--- config.mk ---
export PLATFORM = sky130hd
export DESIGN_NAME = i2c_ptr_writer
export DESIGN_NICKNAME = d
export VERILOG_FILES = /design/src/rtl/i2c_ptr_writer.sv
export SDC_FILE = /design/constraint.sdc
export NUM_CORES = 1
export LEC_CHECK = 0
export CAP_MARGIN = 20
export CORE_ASPECT_RATIO = 1.75
export CORE_MARGIN = 10
export CORE_UTILIZATION = 31
export DETAILED_ROUTE_END_ITERATION = 10
export SYNTH_ARGS = -nofsm -noshare
export SYNTH_HDL_FRONTEND = slang
export SYNTH_SLANG_ARGS = --single-unit
--- constraint.sdc ---
create_clock -name PT_CK -period 2.4 [get_ports PT_CK]
set_input_delay 0.48 -clock PT_CK [delete_from_list [all_inputs] [get_ports PT_CK]]
set_output_delay 0.48 -clock PT_CK [all_outputs]
set_load 0.01 [all_outputs]
--- src/rtl/i2c_ptr_writer.sv ---
// I2C register-pointer write engine: address byte plus 0..PTR_BYTES pointer bytes, MSB first.
// Define I2C_PTR_POLL_EN to retry NACKed address bytes (ACK polling) up to POLL_LIMIT times.
module i2c_ptr_writer #(
  parameter int PTR_BYTES    = 2,
  parameter int POLL_LIMIT   = 255,
  parameter int SETTLE_TICKS = 3
) (
  input  logic                   PT_CK,
  input  logic                   RESET,
  input  logic                   GO,
  input  logic [6:0]             SLAVE_ADDRESS,
  input  logic [8*PTR_BYTES-1:0] POINTER,
  input  logic [2:0]             PTR_LEN,
  input  logic                   SDAI,
  output logic                   SDAO,
  output logic                   SCLO,
  output logic                   BUSY,
  output logic                   DONE,
  output logic                   ACK_OK,
  output logic                   NACK_ERR,
  output logic [7:0]             POLL_CNT
);

  localparam int         PW  = 8 * PTR_BYTES;
  localparam logic [2:0] PB3 = 3'(PTR_BYTES);

  if (PTR_BYTES < 1 || PTR_BYTES > 4 || POLL_LIMIT < 1 || POLL_LIMIT > 255 || SETTLE_TICKS < 1)
  begin : g_param_check
    $error("i2c_ptr_writer: parameter out of legal range");
  end

  typedef enum logic [3:0] {
    IDLE, ARM, START_A, START_B, BIT_SET, BIT_HI, BIT_LO, STOP_A, STOP_B, STOP_C
`ifdef I2C_PTR_POLL_EN
    , SETTLE
`endif
  } state_t;

  typedef enum logic [1:0] {END_OK, END_NACK, END_RETRY} end_t;

  state_t        state;
  end_t          end_kind;
  logic          rearm;
  logic [6:0]    addr;
  logic [PW-1:0] ptr_sh;
  logic [2:0]    len_q;
  logic [2:0]    bytes_left;
  logic [7:0]    tx_byte;
  logic [3:0]    bit_cnt;
  logic          ack_smp;
`ifdef I2C_PTR_POLL_EN
  localparam logic [7:0] POLL_LIM8   = 8'(POLL_LIMIT);
  localparam logic [7:0] SETTLE_LOAD = 8'(SETTLE_TICKS - 1);
  logic       addr_phase;
  logic [7:0] settle_cnt;
`endif

  logic [2:0] len_c;
  logic [5:0] shamt;
  assign len_c = (PTR_LEN > PB3) ? PB3 : PTR_LEN;
  // Left-align the active pointer bytes so each pointer byte is always taken from the top.
  assign shamt = {PB3 - len_c, 3'b000};

  always_ff @(posedge PT_CK or posedge RESET) begin
    if (RESET) begin
      state      <= IDLE;
      end_kind   <= END_OK;
      rearm      <= 1'b1;
      addr       <= '0;
      ptr_sh     <= '0;
      len_q      <= '0;
      bytes_left <= '0;
      tx_byte    <= '0;
      bit_cnt    <= '0;
      ack_smp    <= 1'b0;
      SDAO       <= 1'b1;
      SCLO       <= 1'b1;
      BUSY       <= 1'b0;
      DONE       <= 1'b0;
      ACK_OK     <= 1'b0;
      NACK_ERR   <= 1'b0;
      POLL_CNT   <= '0;
`ifdef I2C_PTR_POLL_EN
      addr_phase <= 1'b1;
      settle_cnt <= '0;
`endif
    end else begin
      DONE <= 1'b0;
      case (state)
        IDLE: begin
          SDAO <= 1'b1;
          SCLO <= 1'b1;
          if (!GO) begin
            rearm <= 1'b1;
          end else if (rearm) begin
            rearm    <= 1'b0;
            addr     <= SLAVE_ADDRESS;
            ptr_sh   <= POINTER << shamt;
            len_q    <= len_c;
            ACK_OK   <= 1'b0;
            NACK_ERR <= 1'b0;
            POLL_CNT <= '0;
            BUSY     <= 1'b1;
            state    <= ARM;
          end
        end
        ARM: begin
          SDAO       <= 1'b0;
          SCLO       <= 1'b1;
          tx_byte    <= {addr, 1'b0};
          bytes_left <= len_q;
          bit_cnt    <= '0;
`ifdef I2C_PTR_POLL_EN
          addr_phase <= 1'b1;
`endif
          state      <= START_A;
        end
        START_A: begin
          SDAO  <= 1'b0;
          SCLO  <= 1'b0;
          state <= START_B;
        end
        START_B: begin
          SDAO  <= tx_byte[7];
          SCLO  <= 1'b0;
          state <= BIT_SET;
        end
        BIT_SET: begin
          SCLO  <= 1'b1;
          state <= BIT_HI;
        end
        BIT_HI: begin
          SCLO  <= 1'b0;
          if (bit_cnt == 4'd8) ack_smp <= ~SDAI;
          state <= BIT_LO;
        end
        BIT_LO: begin
          SCLO <= 1'b0;
          if (bit_cnt != 4'd8) begin
            // Bit 9 releases SDA so the slave can drive the ACK.
            SDAO    <= (bit_cnt == 4'd7) ? 1'b1 : tx_byte[6];
            tx_byte <= tx_byte << 1;
            bit_cnt <= bit_cnt + 4'd1;
            state   <= BIT_SET;
          end else if (ack_smp && bytes_left != 3'd0) begin
            SDAO       <= ptr_sh[PW-1];
            tx_byte    <= ptr_sh[PW-1 -: 8];
            ptr_sh     <= ptr_sh << 8;
            bytes_left <= bytes_left - 3'd1;
            bit_cnt    <= '0;
`ifdef I2C_PTR_POLL_EN
            addr_phase <= 1'b0;
`endif
            state      <= BIT_SET;
          end else begin
            SDAO  <= 1'b0;
            state <= STOP_A;
            if (ack_smp) begin
              end_kind <= END_OK;
            end
`ifdef I2C_PTR_POLL_EN
            else if (addr_phase && POLL_CNT != POLL_LIM8) begin
              end_kind <= END_RETRY;
              POLL_CNT <= POLL_CNT + 8'd1;
            end
`endif
            else begin
              end_kind <= END_NACK;
            end
          end
        end
        STOP_A: begin
          SDAO  <= 1'b0;
          SCLO  <= 1'b1;
          state <= STOP_B;
        end
        STOP_B: begin
          SDAO  <= 1'b1;
          SCLO  <= 1'b1;
          state <= STOP_C;
          if (end_kind != END_RETRY) begin
            DONE     <= 1'b1;
            BUSY     <= 1'b0;
            ACK_OK   <= (end_kind == END_OK);
            NACK_ERR <= (end_kind == END_NACK);
          end
        end
        STOP_C: begin
`ifdef I2C_PTR_POLL_EN
          if (end_kind == END_RETRY) begin
            settle_cnt <= SETTLE_LOAD;
            state      <= SETTLE;
          end else
`endif
          state <= IDLE;
        end
`ifdef I2C_PTR_POLL_EN
        SETTLE: begin
          if (settle_cnt == 8'd0) begin
            SDAO       <= 1'b0;
            SCLO       <= 1'b1;
            tx_byte    <= {addr, 1'b0};
            bytes_left <= len_q;
            bit_cnt    <= '0;
            addr_phase <= 1'b1;
            state      <= START_A;
          end else begin
            settle_cnt <= settle_cnt - 8'd1;
          end
        end
`endif
        default: state <= IDLE;
      endcase
    end
  end

endmodule
After elaboration in Yosys (flattened, before gate mapping)
Index checks and enable logic that the tools add are counted.
{"block": "totals", "ff_bits": 55, "latchBits": 0, "ram_bits": 0, "mem_bits_ro": 0, "input_bits": 30, "n_memories": 0}
{"block": "op_classes", "addsub": 3, "multipliers": 0, "div": 0, "n_lt_le_gt_ge": 1, "n_eq_ne": 19, "shifts": 1, "muxes": 39, "n_bitwise": 3, "reduce_logical": 21}
{"op": "$mux 16", "n": 4}
{"op": "$pmux 4 s9", "n": 1}
{"op": "$pmux 16 s2", "n": 1}
{"op": "$eq 4x3->1 const B", "n": 5}
{"op": "$mux 4", "n": 4}
{"op": "$mux 8", "n": 2}
{"op": "$pmux 8 s2", "n": 1}
{"op": "$shl 16x6->16", "n": 1}
{"op": "$mux 1", "n": 14}
{"op": "$ne 2x2->1 const B", "n": 6}
{"op": "$mux 3", "n": 3}
{"op": "$reduce_and 3->1", "n": 3}
{"op": "$eq 4x2->1 const B", "n": 2}
{"op": "$eq 4x4->1 const B", "n": 2}
{"op": "$pmux 1 s2", "n": 4}
{"op": "$pmux 4 s2", "n": 1}
{"op": "$reduce_bool 2->1", "n": 4}
{"op": "$pmux 3 s2", "n": 1}
{"op": "$reduce_and 2->1", "n": 3}
{"op": "$reduce_and 5->1", "n": 1}
{"op": "$reduce_or 5->1", "n": 1}
{"op": "$add 4x1->4 const B", "n": 1}
{"op": "$eq 4x1->1 const B", "n": 1}
{"op": "$logic_not 4->1", "n": 1}
{"op": "17 further kinds", "n": 20}

Depth between registers and ports, before layout
Gate-level depths: netlist (run 1).
{"block": "depth", "ltp_word": 7, "mapped_depth": 8, "depth_no_buf": 7}

Least setup slack after synthesis (run 1)
OpenSTA, ideal clock, no wires.
{"block": "synth_path", "path_kind": "register -> register", "from": "reg bytes_left[0]", "to": "reg tx_byte[1]", "setup_time_ps": 123, "arrival_ps": 1577, "required_ps": 2277, "path_slack_ps": 700, "path_stages_with_launch": 9, "period_less_slack_ps": 1700, "path_cell_list": "dfrtp_1 inv_1 ha_1 ha_1 nand2b_1 a21oi_4 or2_1 buf_6 o221a_1"}
{"block": "synth_via", "elab_chain_len": 4}
{"element": "start, declared", "line": "47", "source": "logic [2:0] bytes_left;"}
{"element": "start signal, assigned", "line": "111", "source": "bytes_left <= len_q;"}
{"element": "start signal, assigned", "line": "149", "source": "bytes_left <= bytes_left - 3'd1;"}
{"element": "$reduce_bool 3->1", "line": "145", "source": "end else if (ack_smp && bytes_left != 3'd0) begin"}
{"element": "$logic_and 1x1->1", "line": "145"}
{"element": "$ne 3x3->1 (no source line)"}
{"element": "$reduce_and 2->1 (no source line)"}
{"element": "end signal, assigned", "line": "110", "source": "tx_byte <= {addr, 1'b0};"}
{"element": "end signal, assigned", "line": "142", "source": "tx_byte <= tx_byte << 1;"}
{"element": "end signal, assigned", "line": "147", "source": "tx_byte <= ptr_sh[PW-1 -: 8];"}
{"element": "end, declared", "line": "48", "source": "logic [7:0] tx_byte;"}
No other way between the ends.
A chain may end at the register's enable or synchronous reset.

Worst setup path in the final report (run 1)
{"block": "layout_path", "from": "reg bit_cnt[0]", "to": "reg tx_byte[4]"}
{"block": "layout_via", "elab_chain_len": 3}
{"element": "start, declared", "line": "49", "source": "logic [3:0] bit_cnt;"}
{"element": "start signal, assigned", "line": "143", "source": "bit_cnt <= bit_cnt + 4'd1;"}
{"element": "$ne 4x4->1 (*)", "line": "139", "source": "if (bit_cnt != 4'd8) begin"}
{"element": "$mux 8 / $ne 3x3->1 (equally long branches)"}
{"element": "$pmux 8 s2 / $reduce_and 2->1 (equally long branches)"}
Every way passes the cells marked *; elsewhere a longest branch is shown, timed or not.

==> impl_metrics.json, run 1 <==
{
  "start_kind": "register",
  "r2r_end": "tx_byte[4]",
  "timing.fmax_mhz": 478.7,
  "globalRouteMet3Util_pct": 1.505,
  "numCtsBuffers": 5,
  "die-area_mm2": 0.01309,
  "drtIter0Drc": 101,
  "r2r_slack_ns": 0.31,
  "worst_pin_slew_ns": 0.6597,
  "arrival_ns": 2.26,
  "finalCritPeriodShare_pct": 87.04,
  "antenna_found_initial": 0,
  "setup_ws_ns": 0.3111,
  "cts_tree": "yes",
  "synth_ff_type": "dfrtp_1",
  "initial_core_util_pct": 31.65,
  "drt-wirelength-per-cell_um": 14.66,
  "place.gp.congestion": 0.8031,
  "htreeDepth": 2,
  "path_max_fanout": 12,
  "grt_max_degree": 31,
  "cts.clk_slew.worst_paths_ns": 0.07,
  "synthArstFlopShare_pct": 100.0,
  "rsz0062_at_grt": "false",
  "grt_pass1_wl_um": 10770,
  "pre_cts_ws_ns": 0.2534,
  "die_h_um": 144.1,
  "ys_types": 55,
  "crit_required_ns": 2.57,
  "pin_count": 44,
  "n_antenna_cell": 0,
  "first_pass_iters": 4,
  "crit_path_end_kind": "register",
  "finalHoldViolCount": 0,
  "drive_above_1_share_pct": 11.07,
  "r2r-start": "bit_cnt[0]",
  "power_leakage_nw": 1.413,
  "status": "finished, final reports clean",
  "drv_slew": 0,
  "routed_wirelength_um": 6216,
  "grt_pass1_vias": 2206,
  "grt_usage_pct": 9.659,
  "syn_area_per_cell_um2": 9.987,
  "grt_overflow": 0,
  "ir_worst_vdd_uv": 557.6,
  "core_area_mm2": 0.008615,
  "reg2reg_depth": 6,
  "worst-setup-path-type": "register to register",
  "cts_sinks": 54,
  "n_fill_cell": 859,
  "grtUsageMet1_pct": 11.88,
  "setup-violations-final": 0,
  "finClkSkew_ns": 0.005997,
  "place_hpwl_um": 4834,
  "synthCells": 273,
  "synth_edf_count": 0,
  "yosys.area.top_type": "dfrtp_1",
  "use_met2_pct": 17.27,
  "syn_area_mm2": 0.002726,
  "chipWidth_um": 90.89,
  "hold_depth": 2,
  "crit_path_start": "bit_cnt[0]",
  "port_buffers": 35,
  "ctsHoldBuffers": 0,
  "max_cap_violations": 0,
  "drc": 0,
  "vias": 2101,
  "yosys-top-cells-area": "dfrtp_1 (47%), nand2_1 (7.3%), nand3_1 (4.8%), o221a_1 (3.7%), buf_4 (3.0%)",
  "ys_warn_count": 0,
  "slew_headroom_pct": 55.96,
  "cts_root_buf": "clkbuf_16",
  "hp-class": "register to register",
  "clk_latency_ns": 0.29,
  "utilization_pct": 38.42,
  "viasPerCell": 4.955,
  "fp-row-count": 45,
  "ys_seq_area_share_pct": 49.70,
  "busiest_layer": "met2",
  "synthDominantCellAreaShare_pct": 46.81,
  "timing.setup.tns_ns": 0,
  "clockBufferDepth": 2,
  "cts_setup_buffers": 0,
  "synth_seq_cells": 54,
  "power_density_mw_per_mm2": 1080,
  "ant_nets": 0,
  "fin_nets": 341,
  "min_period_ns": 2.089,
  "area_delta_synth_final_pct": 21.39,
  "ctsResizeCount": 0,
  "critPathCapture": "tx_byte[4]"
}
==> layout make-up <==
type                       count  area, um2  area share [%]
clock buffer                   5      125.1           3.781
clock inverter                 2      13.76          0.4159
inverter                      11      41.29           1.248
multi-input combinational    191       1197           36.18
sequential                    54       1355           40.95
tap                          117      146.4           4.423
timing repair buffer          44      430.4           13.01
==> per-layer routing <==
metal,part of all wire (%),vias up
li1,-,1029
met1,44,1028
met2,52,40
met3,2.9,4
met4,1.1,0
met5,0,-
==> critical path, stage by stage, from the launching register on <==
cell     delay [ns]
dfrtp_1        0.39
inv_1          0.10
ha_1           0.21
and3b_1        0.45
a21oi_4        0.17
or2_1          0.37
o221a_1        0.28
==> report_power, final <==
group	internal [mW]	total [mW]	switching, mW	leakage (nW)
Sequential	1.28	1.57	0.289	0.660
Combinational	0.669	1.30	0.635	0.684
Clock	0.383	0.700	0.317	0.0701
Total	2.33	3.57	1.24	1.41
==> worst min-delay path by stage <==
stage	startpoint	end	slack, ns
4_1_cts	ACK_OK	ACK_OK	0.48
3_5_place_dp	ACK_OK	ACK_OK	0.47
2_1_floorplan	addr[0]	addr[0]	0.45
5_1_grt	len_q[1]	len_q[1]	0.51
6_report	ACK_OK	ACK_OK	0.48
3_3_place_gp	ACK_OK	ACK_OK	0.47
==> synthesized netlist by cell type, types with 2 or more instances <==
master	number
a22o_1	9
o21ai_2	2
nor2_1	7
o31ai_1	2
nand3_1	26
and2_1	3
nand3b_1	2
a21o_1	3
a21oi_1	7
nand2b_1	3
o21bai_1	2
nand2_1	53
ha_1	4
buf_4	11
nor3_1	3
buf_6	3
dfstp_2	3
a221oi_1	2
o21ai_0	10
o221a_1	9
o22ai_1	3
clkbuf_1	4
o221a_2	6
buf_1	2
inv_1	11
buf_2	4
dfrtp_1	51
==> sequential cells by signal, indices dropped and copies added (netlist names), 3 cells and up <==
| register | flops |
|---|---|
| state | 4 |
| len_q | 3 |
| tx_byte | 8 |
| bit_cnt | 4 |
| bytes_left | 3 |
| addr | 7 |
| ptr_sh | 16 |
==> cells in the final DEF, fill, tap and decap left out, drive strengths merged, types with 4 or more instances in the layout <==
cell type / Yosys / final
a21oi: 8 / 8
a22o: 9 / 9
buf: 20 / 9
clkbuf: 4 / 5
clkdlybuf4s50: 0 / 35
conb: 1 / 8
dfrtp: 51 / 51
ha: 4 / 4
inv: 11 / 12
nand2: 53 / 53
nand3: 26 / 26
nor2: 9 / 9
o21ai: 13 / 13
o221a: 15 / 15
==> cells by family (layout without fill, tap and decap cells) <==
logic type | Yosys count | count (layout) | share of synthesized area (%)
AOI/OAI and AO/OA | 65 | 65 | 19.73
buffers and inverters | 35 | 62 | 7.343
other | 1 | 8 | 0.1375
DFF | 54 | 54 | 49.70
and+or+nand+nor | 111 | 111 | 20.24
xor gates and xnor gates | 2 | 2 | 0.6426
adders and majority gates | 5 | 5 | 2.203
==> per-stage QoR <==
| stage | cells | hold slack (ns) | total power, mW | area, um2 |
|---|---|---|---|---|
| 2_1_floorplan | 280 | 0.4467 | 2.549 | 2753 |
| 3_3_place_gp | 417 | 0.4740 | 2.856 | 3171 |
| 3_5_place_dp | 417 | 0.4689 | 2.911 | 3171 |
| 4_1_cts | 424 | 0.4843 | 3.620 | 3309 |
| 5_1_grt | 424 | 0.5120 | 3.857 | 3309 |
| 6_report | 424 | 0.4780 | 3.573 | 3309 |
No activity file was read; power rests on OpenSTA's default activity.
==> run 2: changes to the inputs <==
--- a/config.mk
+++ b/config.mk
@@ -10,6 +10,7 @@
 export CORE_MARGIN = 10
 export CORE_UTILIZATION = 31
 export DETAILED_ROUTE_END_ITERATION = 10
+export PLACE_DENSITY = 0.49
 export SYNTH_ARGS = -nofsm -noshare
 export SYNTH_HDL_FRONTEND = slang
 export SYNTH_SLANG_ARGS = --single-unit
==> run 2 against run 1 <==
Effect of this change: final area increased by 2.8%; critical path depth increased by 1; power up 6.1%; routed wire length up 9.2%; clock power rose by 19%; clock-buffer cell count unchanged; clock skew about the same; via count grew 1.7%; utilization is 1.1 points higher; maximum frequency rose by 9.9%; combinational power rose by 13%; sequential share of layout area decreased by 1.1 points.
==> impl_metrics.json, run 2 (synthesis results as in run 1) <==
{
  "status": "finished, final reports clean",
  "crit_chain": "inv_1 -> ha_1 -> and3b_1 -> and3_1 -> a2111oi_0 -> buf_4 -> o21bai_1",
  "initial_core_util_pct": 31.65,
  "holdWs_ns": 0.4867,
  "drtIter0Drc": 80,
  "finalHoldViolCount": 0,
  "chipWidth_um": 90.89,
  "max_cap_violations": 0,
  "ir_worst_vdd_uv": 361.0,
  "die_h_um": 144.1,
  "clockBufferDepth": 2,
  "p_switching_mw": 1.296,
  "regMostFlops": "ptr_sh",
  "p_sw_share_pct": 34.21,
  "finClkSkew_ns": 0.006328,
  "reg_top3": "ptr_sh: 16 flops, tx_byte: 8 flops, addr: 7 flops",
  "drc": 0,
  "grt_max_degree": 27,
  "ant_nets": 0,
  "core_area_mm2": 0.008615,
  "vias": 2136,
  "ctsResizeCount": 0,
  "worst-setup-path-type": "register to register",
  "p_clk_share_pct": 22.1,
  "rsz0062_at_grt": "false",
  "r2r-start": "bit_cnt[0]",
  "p_seq_share_pct": 39.2,
  "final_common_cell": "nand2_1",
  "drt-wirelength-per-cell_um": 15.68,
  "numCtsBuffers": 5,
  "pin_count": 44,
  "cpPeakStageDelay_ns": 0.40,
  "p_total_mw": 3.790,
  "port_buffers": 35,
  "routed_wirelength_um": 6788,
  "setup-violations-final": 0,
  "pre_cts_ws_ns": 0.4363,
  "clk_latency_ns": 0.29,
  "dp_cells": 425,
  "grt_pass1_vias": 2298,
  "r2r_slack_ns": 0.50,
  "first_pass_iters": 4,
  "viasPerCell": 4.933,
  "reg2reg_depth": 7,
  "hold_depth": 2,
  "grt_pass1_wl_um": 11320,
  "min_to": "ACK_OK",
  "power_density_mw_per_mm2": 1114,
  "r2r_end": "SDAO",
  "min_from": "ACK_OK",
  "grt_usage_pct": 10.65,
  "combPwrFrac_pct": 38.7,
  "n_antenna_cell": 0,
  "cts_setup_buffers": 0,
  "path_max_fanout": 4,
  "n_fill_cell": 854,
  "die-area_mm2": 0.01309,
  "fin_nets": 349,
  "crit_path_top_delay_cell": "a2111oi_0",
  "timing.setup.tns_ns": 0,
  "place.gp.congestion": 0.7687,
  "crit_path_end_kind": "register",
  "final_cell_mix": "nand2_1 (53), dfrtp_1 (51), clkdlybuf4s50_1 (35)",
  "timing.fmax_mhz": 526.3,
  "grt_overflow": 0,
  "setup_ws_ns": 0.5000,
  "hp-class": "register to register",
  "arrival_ns": 2.11,
  "finalCritPeriodShare_pct": 79.17,
  "cts_sinks": 54,
  "fp-row-count": 45,
  "drv_slew": 0,
  "htreeDepth": 2,
  "start_kind": "register",
  "area_delta_synth_final_pct": 24.83,
  "largest_register_ffs": 16,
  "drive_above_1_share_pct": 13.61,
  "cts_root_buf": "clkbuf_16",
  "final_cells": 433,
  "cell_internal_pwr_mw": 2.493,
  "min_period_ns": 1.900,
  "ctsHoldBuffers": 0,
  "crit_required_ns": 2.61,
  "place_hpwl_um": 5353,
  "antenna_found_initial": 0,
  "power_leakage_nw": 1.470,
  "cts_tree": "yes",
  "cts.clk_slew.worst_paths_ns": 0.07
}
-- run 2: cell types whose count changed in the layout (fill, tap and decap cells not counted), sizes merged --
cell	change
buf	+8
bufinv	+1
-- run 2: how the worst max path moves through the flow --
stage	start	end	slack (ns)
after floorplan	RESET	ACK_OK	0.61
after global placement	GO	ptr_sh[5]	0.48
after detailed placement	GO	ptr_sh[5]	0.44
after CTS	bit_cnt[0]	SDAO	0.48
after global routing	bit_cnt[0]	SDAO	0.28
final	bit_cnt[0]	SDAO	0.50
-- run 2: stage by stage --
step / utilization, % / area, um2
2_1_floorplan: - / 2753
3_3_place_gp: 37.50 / 3231
3_5_place_dp: 37.50 / 3231
4_1_cts: 39.51 / 3403
5_1_grt: 39.51 / 3403
6_report: 39.51 / 3403
-- run 2: critical path: cells and delay by family (launching register included) --
family / cells / cell delay (ns)
AOI/OAI and AO/OA: 2 / 0.47
adders and majority gates: 1 / 0.24
buffers and inverters: 2 / 0.27
DFF: 1 / 0.37
and+or+nand+nor: 2 / 0.47
-- run 2: per-layer routing --
| metal | track usage (%) | vias up | routed length (um) |
|---|---|---|---|
| li1 | - | 1044 | - |
| met3 | 2.750 | 11 | 263 |
| met1 | 10.84 | 1037 | 2705 |
| met5 | 0 | - | 0 |
| met2 | 19.86 | 44 | 3658 |
| met4 | 4.888 | 0 | 160 |
-- run 2: layout make-up --
| type | count | area [um2] | share of cell area [%] |
|---|---|---|---|
| inverter | 11 | 41.29 | 1.213 |
| sequential | 54 | 1355 | 39.82 |
| clock inverter | 3 | 47.55 | 1.397 |
| multi-input combinational | 191 | 1197 | 35.18 |
| tap | 117 | 146.4 | 4.301 |
| clock buffer | 5 | 125.1 | 3.676 |
| timing repair buffer | 52 | 490.5 | 14.41 |
-- run 2: power groups by stage --
stage	clock (mW)	sequential [mW]	combinational (mW)
2_1_floorplan	0	1.47	1.08
3_3_place_gp	0	1.51	1.45
3_5_place_dp	0	1.51	1.49
4_1_cts	0.858	1.49	1.49
5_1_grt	0.896	1.53	1.65
6_report	0.836	1.49	1.47
